`config.mk`:
```
export PLATFORM = sky130hd
export DESIGN_NAME = board_history
export DESIGN_NICKNAME = d
export VERILOG_FILES = /design/src/rtl/board_history_pkg.sv /design/src/rtl/board_history_undo_stack.sv /design/src/rtl/board_history.sv
export SDC_FILE = /design/constraint.sdc
export NUM_CORES = 1
export LEC_CHECK = 0
export ABC_AREA = 1
export CORE_UTILIZATION = 44
export DETAILED_ROUTE_END_ITERATION = 10
export SYNTH_ARGS = -nofsm -noshare
export SYNTH_HDL_FRONTEND = slang
export SYNTH_HIERARCHICAL = 1
export SYNTH_SLANG_ARGS = --single-unit
```
`constraint.sdc`:
```
create_clock -name clk -period 8.3 [get_ports clk]
set_clock_uncertainty 0.15 [all_clocks]
set_input_delay 1.245 -clock clk [delete_from_list [all_inputs] [get_ports clk]]
set_output_delay 1.245 -clock clk [all_outputs]
set_load 0.01 [all_outputs]
```
`src/rtl/board_history_pkg.sv`:
```
// board_pkg: shared definitions for the board store.
//   - piece and colour codes
//   - FSM state encoding
//   - init_piece(): starting-position code for a square index
//   - hist_entry_w(): width of one history entry
// History entry layout, MSB first: {from, to, old_from, old_to}.
//   from/to are AW bits wide. old_from/old_to are PIECE_W bits wide.
package board_pkg;

  localparam int EMPTY  = 0;
  localparam int PAWN   = 1;
  localparam int KNIGHT = 2;
  localparam int BISHOP = 3;
  localparam int ROOK   = 4;
  localparam int QUEEN  = 5;
  localparam int KING   = 6;

  // Colour lives in the piece-code MSB.
  localparam int BLACK = 0;
  localparam int WHITE = 1;

  typedef enum logic [1:0] {
    ST_IDLE = 2'd0,
    ST_INIT = 2'd1,
    ST_UNDO = 2'd2
  } state_t;

  function automatic int hist_entry_w(int aw, int piece_w);
    return 2 * aw + 2 * piece_w;
  endfunction

  // Back-rank piece for a column. Columns beyond 7 have no pattern.
  function automatic int back_rank(int col);
    int code;
    case (col)
      0, 7:    code = ROOK;
      1, 6:    code = KNIGHT;
      2, 5:    code = BISHOP;
      3:       code = QUEEN;
      4:       code = KING;
      default: code = EMPTY;
    endcase
    return code;
  endfunction

  function automatic int init_piece(int idx, int rows, int cols, int piece_w);
    int row;
    int col;
    int back;
    int colour_bit;
    int code;
    row        = idx / cols;
    col        = idx % cols;
    back       = back_rank(col);
    colour_bit = WHITE << (piece_w - 1);
    code       = EMPTY;
    // An empty back-rank slot marks a column past 7.
    // The whole column, pawns included, stays empty.
    if (back != EMPTY) begin
      if (row == 0)             code = colour_bit | back;
      else if (row == 1)        code = colour_bit | PAWN;
      else if (row == rows - 2) code = PAWN;
      else if (row == rows - 1) code = back;
    end
    return code;
  endfunction

endpackage

```
`src/rtl/board_history_undo_stack.sv`:
```
// undo_stack: circular LIFO holding the most recent DEPTH history entries.
//
// Ports:
//   clk, rst   - clock and synchronous active-high reset (empties the stack)
//   clr        - synchronous clear (empties the stack)
//   push       - store push_data at wr_ptr
//                when full, the oldest entry is overwritten
//   push_data  - entry to store
//   pop        - drop the top entry (ignored when empty)
//   top_data   - entry most recently pushed and not yet popped
//   count      - number of valid entries, saturating at DEPTH
module undo_stack #(
  parameter int WIDTH = 32,
  parameter int DEPTH = 16,
  parameter int CW    = $clog2(DEPTH + 1)
) (
  input  logic             clk,
  input  logic             rst,
  input  logic             clr,
  input  logic             push,
  input  logic [WIDTH-1:0] push_data,
  input  logic             pop,
  output logic [WIDTH-1:0] top_data,
  output logic [CW-1:0]    count
);

  localparam int PW = (DEPTH > 1) ? $clog2(DEPTH) : 1;
  localparam logic [PW-1:0] LAST = PW'(DEPTH - 1);
  localparam logic [CW-1:0] FULL = CW'(DEPTH);

  logic [WIDTH-1:0] mem [DEPTH];
  logic [PW-1:0]    wr_ptr;
  logic [PW-1:0]    top_ptr;

  // wr_ptr names the next free slot. The top of the stack is the slot behind it.
  always_comb top_ptr = (wr_ptr == '0) ? LAST : wr_ptr - PW'(1);
  assign top_data = mem[top_ptr];

  always_ff @(posedge clk) begin
    if (rst || clr) begin
      wr_ptr <= '0;
      count  <= '0;
    end else if (push) begin
      wr_ptr <= (wr_ptr == LAST) ? '0 : wr_ptr + PW'(1);
      // When full, the overwritten slot was the oldest entry.
      // The depth therefore does not change.
      if (count != FULL) count <= count + CW'(1);
    end else if (pop && (count != '0)) begin
      wr_ptr <= top_ptr;
      count  <= count - CW'(1);
    end
  end

  always_ff @(posedge clk) begin
    if (push) mem[wr_ptr] <= push_data;
  end

endmodule

```
`src/rtl/board_history.sv`:
```
// board_history: ROWS x COLS board register array with move commit and undo.
//
// Ports:
//   clk, rst    - clock and synchronous active-high reset
//                 reset clears the board and starts INIT
//   init_req    - pulse; reload the start position and clear history
//   mv_valid    - move request
//   mv_ready    - move accepted on a cycle where mv_valid and mv_ready are both high
//   mv_from     - source square; cleared to 0 on commit
//   mv_to       - destination square; receives mv_piece
//   mv_piece    - code written to mv_to
//   undo_req    - pulse; revert the last move (ignored with empty history)
//   undo_ack    - one-cycle pulse when an undo has been applied
//   undo_empty  - history is empty
//   hist_count  - number of stored moves
//   busy        - FSM is in INIT or UNDO
//   board_flat  - square i at bits [i*PIECE_W +: PIECE_W]
//   state_dbg   - current FSM state encoding
//
// Move handshake:
//   mv_ready is high only in IDLE, with neither init_req nor undo_req asserted.
//   A move commits on the clock edge where mv_valid and mv_ready are both high.
//   mv_ready is the only combinational output.
module board_history
  import board_pkg::*;
#(
  parameter  int ROWS       = 8,
  parameter  int COLS       = 8,
  parameter  int PIECE_W    = 4,
  parameter  int UNDO_DEPTH = 16,
  localparam int SQ         = ROWS * COLS,
  localparam int AW         = $clog2(SQ),
  localparam int HW         = $clog2(UNDO_DEPTH + 1)
) (
  input  logic                    clk,
  input  logic                    rst,
  input  logic                    init_req,
  input  logic                    mv_valid,
  output logic                    mv_ready,
  input  logic [AW-1:0]           mv_from,
  input  logic [AW-1:0]           mv_to,
  input  logic [PIECE_W-1:0]      mv_piece,
  input  logic                    undo_req,
  output logic                    undo_ack,
  output logic                    undo_empty,
  output logic [HW-1:0]           hist_count,
  output logic                    busy,
  output logic [SQ*PIECE_W-1:0]   board_flat,
  output logic [1:0]              state_dbg
);

  localparam int EW = hist_entry_w(AW, PIECE_W);
  localparam logic [AW-1:0] LAST_SQ = AW'(SQ - 1);

  state_t               state;
  state_t               next_state;
  logic [AW-1:0]        idx;
  logic [PIECE_W-1:0]   board [SQ];
  logic [PIECE_W-1:0]   init_val;
  logic [EW-1:0]        undo_entry;
  logic [EW-1:0]        top_data;
  logic [EW-1:0]        push_data;
  logic                 mv_accept;
  logic                 undo_start;
  logic                 hist_clr;

  logic [AW-1:0]        u_from;
  logic [AW-1:0]        u_to;
  logic [PIECE_W-1:0]   u_old_from;
  logic [PIECE_W-1:0]   u_old_to;

  assign init_val   = PIECE_W'(init_piece(int'(idx), ROWS, COLS, PIECE_W));
  assign push_data  = {mv_from, mv_to, board[mv_from], board[mv_to]};

  assign u_from     = undo_entry[EW-1 -: AW];
  assign u_to       = undo_entry[EW-1-AW -: AW];
  assign u_old_from = undo_entry[2*PIECE_W-1 -: PIECE_W];
  assign u_old_to   = undo_entry[PIECE_W-1:0];

  undo_stack #(
    .WIDTH (EW),
    .DEPTH (UNDO_DEPTH),
    .CW    (HW)
  ) u_stack (
    .clk       (clk),
    .rst       (rst),
    .clr       (hist_clr),
    .push      (mv_accept),
    .push_data (push_data),
    .pop       (state == ST_UNDO),
    .top_data  (top_data),
    .count     (hist_count)
  );

  // Next state and per-cycle control.
  // Priority in IDLE: init_req, then undo_req, then mv_valid.
  always_comb begin
    next_state = state;
    mv_ready   = 1'b0;
    mv_accept  = 1'b0;
    undo_start = 1'b0;
    hist_clr   = 1'b0;
    case (state)
      ST_IDLE: begin
        mv_ready = !init_req && !undo_req;
        if (init_req) begin
          next_state = ST_INIT;
          hist_clr   = 1'b1;
        end else if (undo_req) begin
          // An undo with empty history is dropped without any effect.
          if (hist_count != '0) begin
            next_state = ST_UNDO;
            undo_start = 1'b1;
          end
        end else if (mv_valid) begin
          mv_accept = 1'b1;
        end
      end
      ST_INIT: begin
        if (idx == LAST_SQ) next_state = ST_IDLE;
      end
      ST_UNDO: begin
        next_state = ST_IDLE;
      end
      default: begin
        next_state = ST_INIT;
      end
    endcase
  end

  always_ff @(posedge clk) begin
    if (rst) begin
      state      <= ST_INIT;
      idx        <= '0;
      undo_ack   <= 1'b0;
      undo_entry <= '0;
      for (int i = 0; i < SQ; i++) board[i] <= '0;
    end else begin
      state    <= next_state;
      undo_ack <= (state == ST_UNDO);
      case (state)
        ST_IDLE: begin
          idx <= '0;
          if (undo_start) undo_entry <= top_data;
          // The later assignment wins.
          // When from == to, the square ends up holding mv_piece.
          if (mv_accept) begin
            board[mv_from] <= '0;
            board[mv_to]   <= mv_piece;
          end
        end
        ST_INIT: begin
          board[idx] <= init_val;
          idx        <= (idx == LAST_SQ) ? '0 : idx + AW'(1);
        end
        ST_UNDO: begin
          // The from-square is restored last, so it wins when from == to.
          board[u_to]   <= u_old_to;
          board[u_from] <= u_old_from;
        end
        default: begin
          idx <= '0;
        end
      endcase
    end
  end

  for (genvar g = 0; g < SQ; g++) begin : g_flat
    assign board_flat[g*PIECE_W +: PIECE_W] = board[g];
  end

  assign busy       = (state != ST_IDLE);
  assign undo_empty = (hist_count == '0);
  assign state_dbg  = state;

endmodule

```
=== Word level (Yosys, flattened, before mapping) ===
Memory sizes are Yosys's and may differ from the RTL's. A register that Yosys moved wholly into a read port is not among the register bits.
Cells that the tools add are included.

* Register bits after elaboration: 18
* Memory bits (writable): 576
* Bits in read-only memories: 24
* Input port bits: 21
* Output and inout bits: 267
* Word-level logic and storage cells: 106
* Memories: 3

* Add/subtract/negate cells: 5
* Eq/ne operators: 12
* Muxes and demuxes: 60
* Reductions and logical operators: 21

{| class="wikitable"
|+ Memory list
! name !! words !! bits a word !! read ports !! clocked after Yosys merged registers in !! wr ports !! RTL line !! text
|-
| u_stack.mem || 16 || 20 || 1 || 1 || 1 || board_history_undo_stack.sv:31 || <nowiki>logic [WIDTH-1:0] mem [DEPTH];</nowiki>
|-
| board || 64 || 4 || 66 || 0 || 64 || board_history.sv:58 || <nowiki>logic [PIECE_W-1:0] board [SQ];</nowiki>
|-
| (no name shown) || 8 || 3 || 1 || 1 || 0 || board_history_pkg.sv:35 || <nowiki>case (col)</nowiki>
|}

{| class="wikitable"
|+ Operator list
! cell !! count
|-
| 4-bit 2-to-1 mux || 14
|-
| 6-bit 2-to-1 mux || 6
|-
| 32-bit logical NOT || 1
|-
| 32-bit nonzero test || 1
|-
| 1-bit 2-to-1 mux || 29
|-
| 4-bit OR reduction || 5
|-
| 5-bit 2-to-1 mux || 3
|-
| 6-bit case mux with 2 select lines || 1
|-
| 2-bit 2-to-1 mux || 4
|-
| 6-bit by 1-bit adder with 6-bit output (second input constant) || 1
|-
| 3-bit by 2-bit == test with 1-bit output (second input constant) || 2
|-
| 6-bit == test (second input constant) || 1
|-
| 3-bit 2-to-1 mux || 2
|-
| 3-bit inequality test (second input constant) || 2
|-
| 2-bit case mux with 3 select lines || 1
|-
| 5-bit by 1-bit adder with 5-bit output (second input constant) || 1
|-
| 5-bit logical NOT || 1
|-
| 5-bit inequality test (second input constant) || 1
|-
| 5-bit nonzero test || 1
|-
| 5-bit by 1-bit subtractor with 5-bit output (second input constant) || 1
|-
| 4-bit by 1-bit adder with 4-bit output (second input constant) || 1
|-
| 4-bit == test (second input constant) || 1
|-
| 4-bit logical NOT || 1
|-
| 2-bit AND reduction || 2
|-
| 12 further kinds || 15
|}

=== Logic depth before layout (Yosys ltp) ===
Gate-level depths: netlist of run 1.

* Depth after elaboration: 12
* Gate-level depth with buffers: 15
* Gate-level depth less buffers: 13

=== Modules after synthesis ===
The synthesis of run 1 kept the hierarchy.

{| class="wikitable"
|+ Modules (own cells, without submodules)
! module !! times used !! cells an instance !! area each (µm²) !! seq. area each (µm²)
|-
| board_history || 1 || 3161 || 20327.0 || 8328.0
|-
| undo_stack || 1 || 1396 || 14491.4 || 9789.4
|}

=== Least setup slack after synthesis of run 1 ===
OpenSTA, ideal clock, no wires.

* Path type: input port to flip-flop
* Start point: in undo_req
* End point: mem u_stack/mem[15][0] (netlist name), enable pin
* Setup time: 0.398 ns
* Arrival: 2.849 ns
* Slack: 4.903 ns
* Stages on the path: 6
* Path buffers: 1
* Cell sequence: nor2_1 > nand3_1 > inv_1 > clkbuf_1 > nand2_1 > nor2_1

* Longest elaborated chain between the ends: 5

{| class="wikitable"
|+ Ends and longest elaborated chain
! item !! RTL line !! text
|-
| from (decl) || board_history.sv:43 || <nowiki>input logic undo_req,</nowiki>
|-
| 1-bit 2-to-1 mux || board_history.sv:109 || <nowiki>end else if (undo_req) begin</nowiki>
|-
| 1-bit 2-to-1 mux || board_history.sv:106 || <nowiki>if (init_req) begin</nowiki>
|-
| 1-bit 2-to-1 mux || board_history.sv:103 || <nowiki>case (state)</nowiki>
|-
| net mv_accept || board_history.sv:63 || <nowiki>logic mv_accept;</nowiki>
|-
| 1-bit 2-to-1 mux || board_history_undo_stack.sv:55 || <nowiki>if (push) mem[wr_ptr] <= push_data;</nowiki>
|-
| 1-bit 2-to-1 mux (not written as such) || board_history_undo_stack.sv:55 ||
|-
| to (decl) || board_history_undo_stack.sv:31 ||
|}

The timed path passes the listed nets, and every way through them passes these cells.

==> impl_metrics.yaml, run 1 <==
status:
  status: "complete, no violations"
layout:
  insertedDiodeCount: 0
  drive_gt1_share_pct: 5.81
  fin_area_um2: 40600
  fin_cells: 5790
  layout.nets: 4734
  fill_cells: 7374
  area_growth_syn_to_layout_pct: 16.7
sta:
  hold_ws_ps: 309
  max_slew_margin_pct: 20.2
  fin_crit_sh_pct: 55.4
  tns_ps: 0
  fmax_mhz: 218
  slew_viol_final: 0
  post-route-min-period_ps: 4600
  rsz0062_at_grt: "false"
  hold_violations: 0
  tightest_slew_ps: 1200
  setup_violations: 0
synthesis:
  synth_top_family_by_area: "simple AND/OR/NAND/NOR gates"
  netlist_top_cells_count: "nand2_1 (1877), nand3_1 (836), edfxtp_1 (576)"
  synth_nets: 4593
  synth_top_area_share_pct: 49.7
  syn_inst: 4557
  yosys_register_bits: 617
  avgSynthCellArea_um2: 7.64
  yosysWarnings: 6
  yosysTopAreaCell: "edfxtp_1"
  synth.distinct_cells: 40
  synthTopCellsByArea: "edfxtp_1 (50%), nand2_1 (20%), nand3_1 (12%), nor2_1 (4.7%), inv_1 (2.6%)"
  synth_top_flop_cell: "edfxtp_1"
  synthAdderAreaFrac_pct: 0.561
  synth_compound_area_share_pct: 2.13
  yosys.area_share.simple_pct: 39.2
  synth_edf_count: 576
  async_flop_share_pct: 0
  ys_seq_area_share_pct: 52.0
  synth_mux_area_share_pct: 0.0287
  yosysMostFrequentCell: "nand2_1"
  synth-xor-area-share_pct: 0.126
  syn-cell-area_um2: 34800
worst_setup_path:
  start_kind: "primary input"
  cp_num_buf_inv: 2
  critical-path-top-delay-family: "simple AND/OR/NAND/NOR gates"
  setup.worst_path.start: "rst"
  worstPathArrival_ps: 4700
  cp-end-kind: "flop"
  path_max_fanout: 35
  cp.depth: 9
  reg2reg_from: "u_stack/wr_ptr[0]"
  cpMaxStageDelayCell: "o21ai_0"
  crit_required_ps: 8400
  reg2reg_depth: 14
  path_cells: "buf_4, inv_4, nand2_4, nand2_1, o21ai_0, nor2_1, nor2_2, nand2_1, o21ai_0"
  max_stage_delay_ps: 820
  path_class: "primary input to flop"
cts:
  root_buffer: "clkbuf_16"
  htree_levels: 3
  clock_latency_ps: 640
  tritoncts: "done"
  cts.clk_slew.worst_paths_ps: 60
  cts_setup_buffers: 0
  postCtsHoldBufs: 0
  clk_path_buf_depth: 3
  clkSinkCount: 617
  cts_resized: 0
  cts_buffers: 70
worst_hold_path:
  min_from: "undo_entry[11]"
  holdPathStages: 2
  hold_path.class: "flop to flop"
die:
  io_pins: 288
  die-height_um: 283
  num_rows: 102
  dieArea_um2: 80300
  die_w_um: 283
  design.core.area_um2: 77800
  start_util_pct: 44.7
drt:
  via_per_inst: 5.62
  drc: 0
  initialDrtViolationCount: 4251
  via_count: 32565
  avgRoutedWirePerCell_um: 22.6
  dr.pass1.iters: 7
  wl_mm: 131
  antenna_left: 0
placed_design:
  hpwl_mm: 82.6
  gp_congestion: 0.932
  place_area_um2: 38400
  port_buffers: 287
  dp_cells: 5666
grt:
  grt_pass1_wl_mm: 193
  grt_overflow: 0
  grt_pass1_vias: 29307
  track_usage_pct: 32.0
  antenna_found_initial: 2
  grt_max_degree: 149
pwr:
  p_leak_nw: 17.1
  seqPwrFrac_pct: 45.4
  power_switching_mw: 2.31
  swShare_pct: 29.3
  pwr_density_cell_nw_per_um2: 194
  internal_power_mw: 5.59
  clkPwrFrac_pct: 38.9
  p_total_mw: 7.90
  comb_power_share_pct: 15.7
  vdd_drop_max_mv: 0.132
job:
  max-cap-violations: 0
==> flip-flops by register name (all words and copies together), names as in the netlist, named ones only <==
| signal | cells |
|---|---|
| u_stack/count | 5 |
| undo_entry | 20 |
| state_dbg | 2 |
| board | 256 |
| u_stack/mem | 320 |
| idx | 6 |
| undo_ack | 1 |
| u_stack/wr_ptr | 4 |
==> per-layer routing <==
metal / vias to the layer above / part of all wire (%) / track usage, %
met4: 2 / 3.8 / 12.5
met2: 2026 / 43 / 47.3
met1: 15102 / 41 / 45.7
li1: 15150 / - / -
met5: - / 0.0084 / 0
met3: 285 / 12 / 6.77
==> metrics by stage <==
stage / utilization, % / setup slack [ps]
2_1_floorplan: - / 4900
3_3_place_gp: 49.3 / 3280
3_5_place_dp: 49.3 / 3190
4_1_cts: 52.2 / 3840
5_1_grt: 52.2 / 3550
6_report: 52.2 / 3700
==> area by class of cell <==
cell class / instances / area (um2) / share of cell area, %
timing repair buffer: 339 / 3280 / 8.06
sequential: 617 / 18100 / 44.6
clock inverter: 32 / 398 / 0.979
multi-input combinational: 3415 / 14700 / 36.3
inverter: 255 / 970 / 2.39
tap: 1040 / 1300 / 3.20
clock buffer: 92 / 1840 / 4.54
==> placed cells by master (no fill, tap or decap), types with 13 or more instances in the layout <==
master           instances
dfxtp_1                 40
nand2_1               1877
nor2_4                  24
clkbuf_1                21
a21oi_1                 34
clkinv_2                16
clkbuf_16               70
nand3_1                836
o21ai_0                 91
ha_1                    13
inv_1                  238
clkdlybuf4s50_1        280
nor2_2                  55
buf_4                   54
nor2_1                 424
edfxtp_1               576
==> tightest hold or removal path, stage by stage (launching register included) <==
cell     delay, ps
dfxtp_1        300
inv_1           60
a21oi_1         50
==> power groups by stage <==
stage	clock network, mW	logic [mW]	registers [mW]
after floorplan	0	0.684	3.62
after global placement	0	1.19	3.65
after detailed placement	0	1.20	3.64
after CTS	3.10	1.21	3.58
after global routing	3.22	1.32	3.59
final	3.08	1.24	3.58
==> cell families (layout without fill, tap and decap cells) <==
kind of cell | count (synthesis) | in the layout
xor gates and xnor gates | 5 | 5
adders and majority gates | 15 | 15
and+or+nand+nor | 3254 | 3254
muxes | 1 | 1
buffers and inverters | 525 | 718
AOI/OAI and AO/OA | 140 | 140
DFF | 617 | 617
==> worst paths after layout <==
check | end | slack [ps]
worst min register to register | undo_entry[11] | 310
worst max-delay path | board[41][1] | 3700
worst min-delay path | undo_entry[11] | 310
worst max register to register | undo_entry[15] | 3870
(Power assumes the default switching activity.)
==> inputs of run 2 (changes only) <==
- clock period: 8.3 -> 4.8 ns (I/O delays scaled with it)
==> impl_metrics.yaml, run 2 (same netlist as run 1, synthesis figures left out) <==
pwr:
  p_total_mw: 13.8
  vdd_drop_max_mv: 0.243
  pwr_density_cell_nw_per_um2: 336
  clkPwrFrac_pct: 39.5
  seqPwrFrac_pct: 44.8
  comb_power_share_pct: 15.8
  power_switching_mw: 4.04
  p_leak_nw: 17.4
  internal_power_mw: 9.80
  swShare_pct: 29.2
layout:
  mostFrequentLayoutCells: "nand2_1 (1877), nand3_1 (836), edfxtp_1 (576)"
  layout_commonest_cell: "nand2_1"
  largest_reg_flops: 320
  fin_area_um2: 41200
  layout.nets: 4773
  drive_gt1_share_pct: 6.51
  area_growth_syn_to_layout_pct: 18.2
  largestRegisters: "u_stack/mem x320, board x256, undo_entry x20"
  regMostFlops: "u_stack/mem"
worst_setup_path:
  worstPathArrival_ps: 3880
  crit_required_ps: 4900
  path_max_fanout: 19
  path_class: "flop to flop"
  start_kind: "flop"
  cp-end-kind: "flop"
placed_design:
  place_area_um2: 38800
  preCtsSetupSlack_ps: 719
  port_buffers: 287
  gp_congestion: 0.957
  hpwl_mm: 86.2
drt:
  wl_mm: 131
  avgRoutedWirePerCell_um: 22.5
  drc: 0
  initialDrtViolationCount: 4000
  antenna_left: 0
  via_count: 32752
  via_per_inst: 5.61
  dr.pass1.iters: 6
cts:
  root_buffer: "clkbuf_16"
  clock_latency_ps: 640
  cts_resized: 0
  postCtsHoldBufs: 0
  clk_path_buf_depth: 3
  htree_levels: 3
  cts_setup_buffers: 0
  cts_buffers: 71
  clkSinkCount: 617
  tritoncts: "done"
  cts.clk_slew.worst_paths_ps: 60
sta:
  fmax_mhz: 264
  setup_ws_ps: 1020
  hold_ws_ps: 268
  max_slew_margin_pct: 24.5
  setup_violations: 0
  slew_viol_final: 0
  hold_violations: 0
  fin_crit_sh_pct: 78.8
  tns_ps: 0
  rsz0062_at_grt: "false"
  post-route-min-period_ps: 3780
  tightest_slew_ps: 1130
die:
  design.core.area_um2: 77800
  die_w_um: 283
  start_util_pct: 44.7
  num_rows: 102
  io_pins: 288
  dieArea_um2: 80300
  die-height_um: 283
grt:
  grt_max_degree: 125
  antenna_found_initial: 4
  grt_pass1_wl_mm: 194
  use_met2_pct: 48.5
  grt.met3_usage_pct: 7.44
  grt_overflow: 0
  grt.busiest_layer: "met2"
  grt_pass1_vias: 30021
  track_usage_pct: 32.1
  use_met1_pct: 44.1
job:
  max-cap-violations: 0
status:
  status: "complete, no violations"
worst_hold_path:
  hold_path.class: "primary input to flop"
## run 2: cell types whose count changed in the layout (fill, tap and decap cells not counted), sizes merged
cell	before	now
clkinvlp	1	2
diode	0	1
bufinv	5	6
buf	59	97
inv	252	254
clkbuf	92	86
clkinv	29	36
## run 2: path summary, 6_finish.rpt
path	startpoint	endpoint	slack (ps)	cells after the start
worst max-delay path	state_dbg[0]	board[30][3]	1020	11
worst min-delay path	mv_to[1]	u_stack/mem[9][9]	270	1
worst min register to register	undo_entry[2]	undo_entry[2]	300	2
worst max register to register	state_dbg[0]	board[30][3]	1020	11
## run 2: worst max-delay path: stages, from the launching register on
cell	delay [ps]
dfxtp_1	390
inv_1	80
ha_1	430
nand2_4	310
buf_4	320
nand3_1	110
nand2_1	90
nand2_1	80
nor2_1	120
nand2_1	410
buf_4	350
o21ai_0	530
## run 2: per-stage QoR
step | utilization [%] | instances
floorplan | - | 4557
global placement | 49.8 | 5704
detailed placement | 49.8 | 5704
CTS | 52.9 | 5833
global route | 52.9 | 5834
finish | 52.9 | 5834
## run 2: cell type report
type                    instances  area, um2
multi-input cells            3415      14700
clock buffers                  86       1850
well taps                    1040       1300
clock inverters                43        507
diodes                          1       2.50
repair buffers                377       3700
flip-flops and latches        617      18100
fillers                      7289      36700
inverters                     255        965
## run 2: metal layers
layer | wire length [um] | vias up
met4 | 5840 | 4
met1 | 53000 | 15183
met5 | 22 | -
met3 | 15700 | 322
met2 | 56800 | 2001
li1 | - | 15242
## run 2: power by group through the flow
stage / Clock (mW) / Combinational [mW] / Sequential [mW]
4_1_cts: 5.51 / 2.13 / 6.19
2_1_floorplan: 0 / 1.18 / 6.26
3_5_place_dp: 0 / 2.12 / 6.30
6_report: 5.46 / 2.18 / 6.19
3_3_place_gp: 0 / 2.10 / 6.30
5_1_grt: 5.71 / 2.33 / 6.20
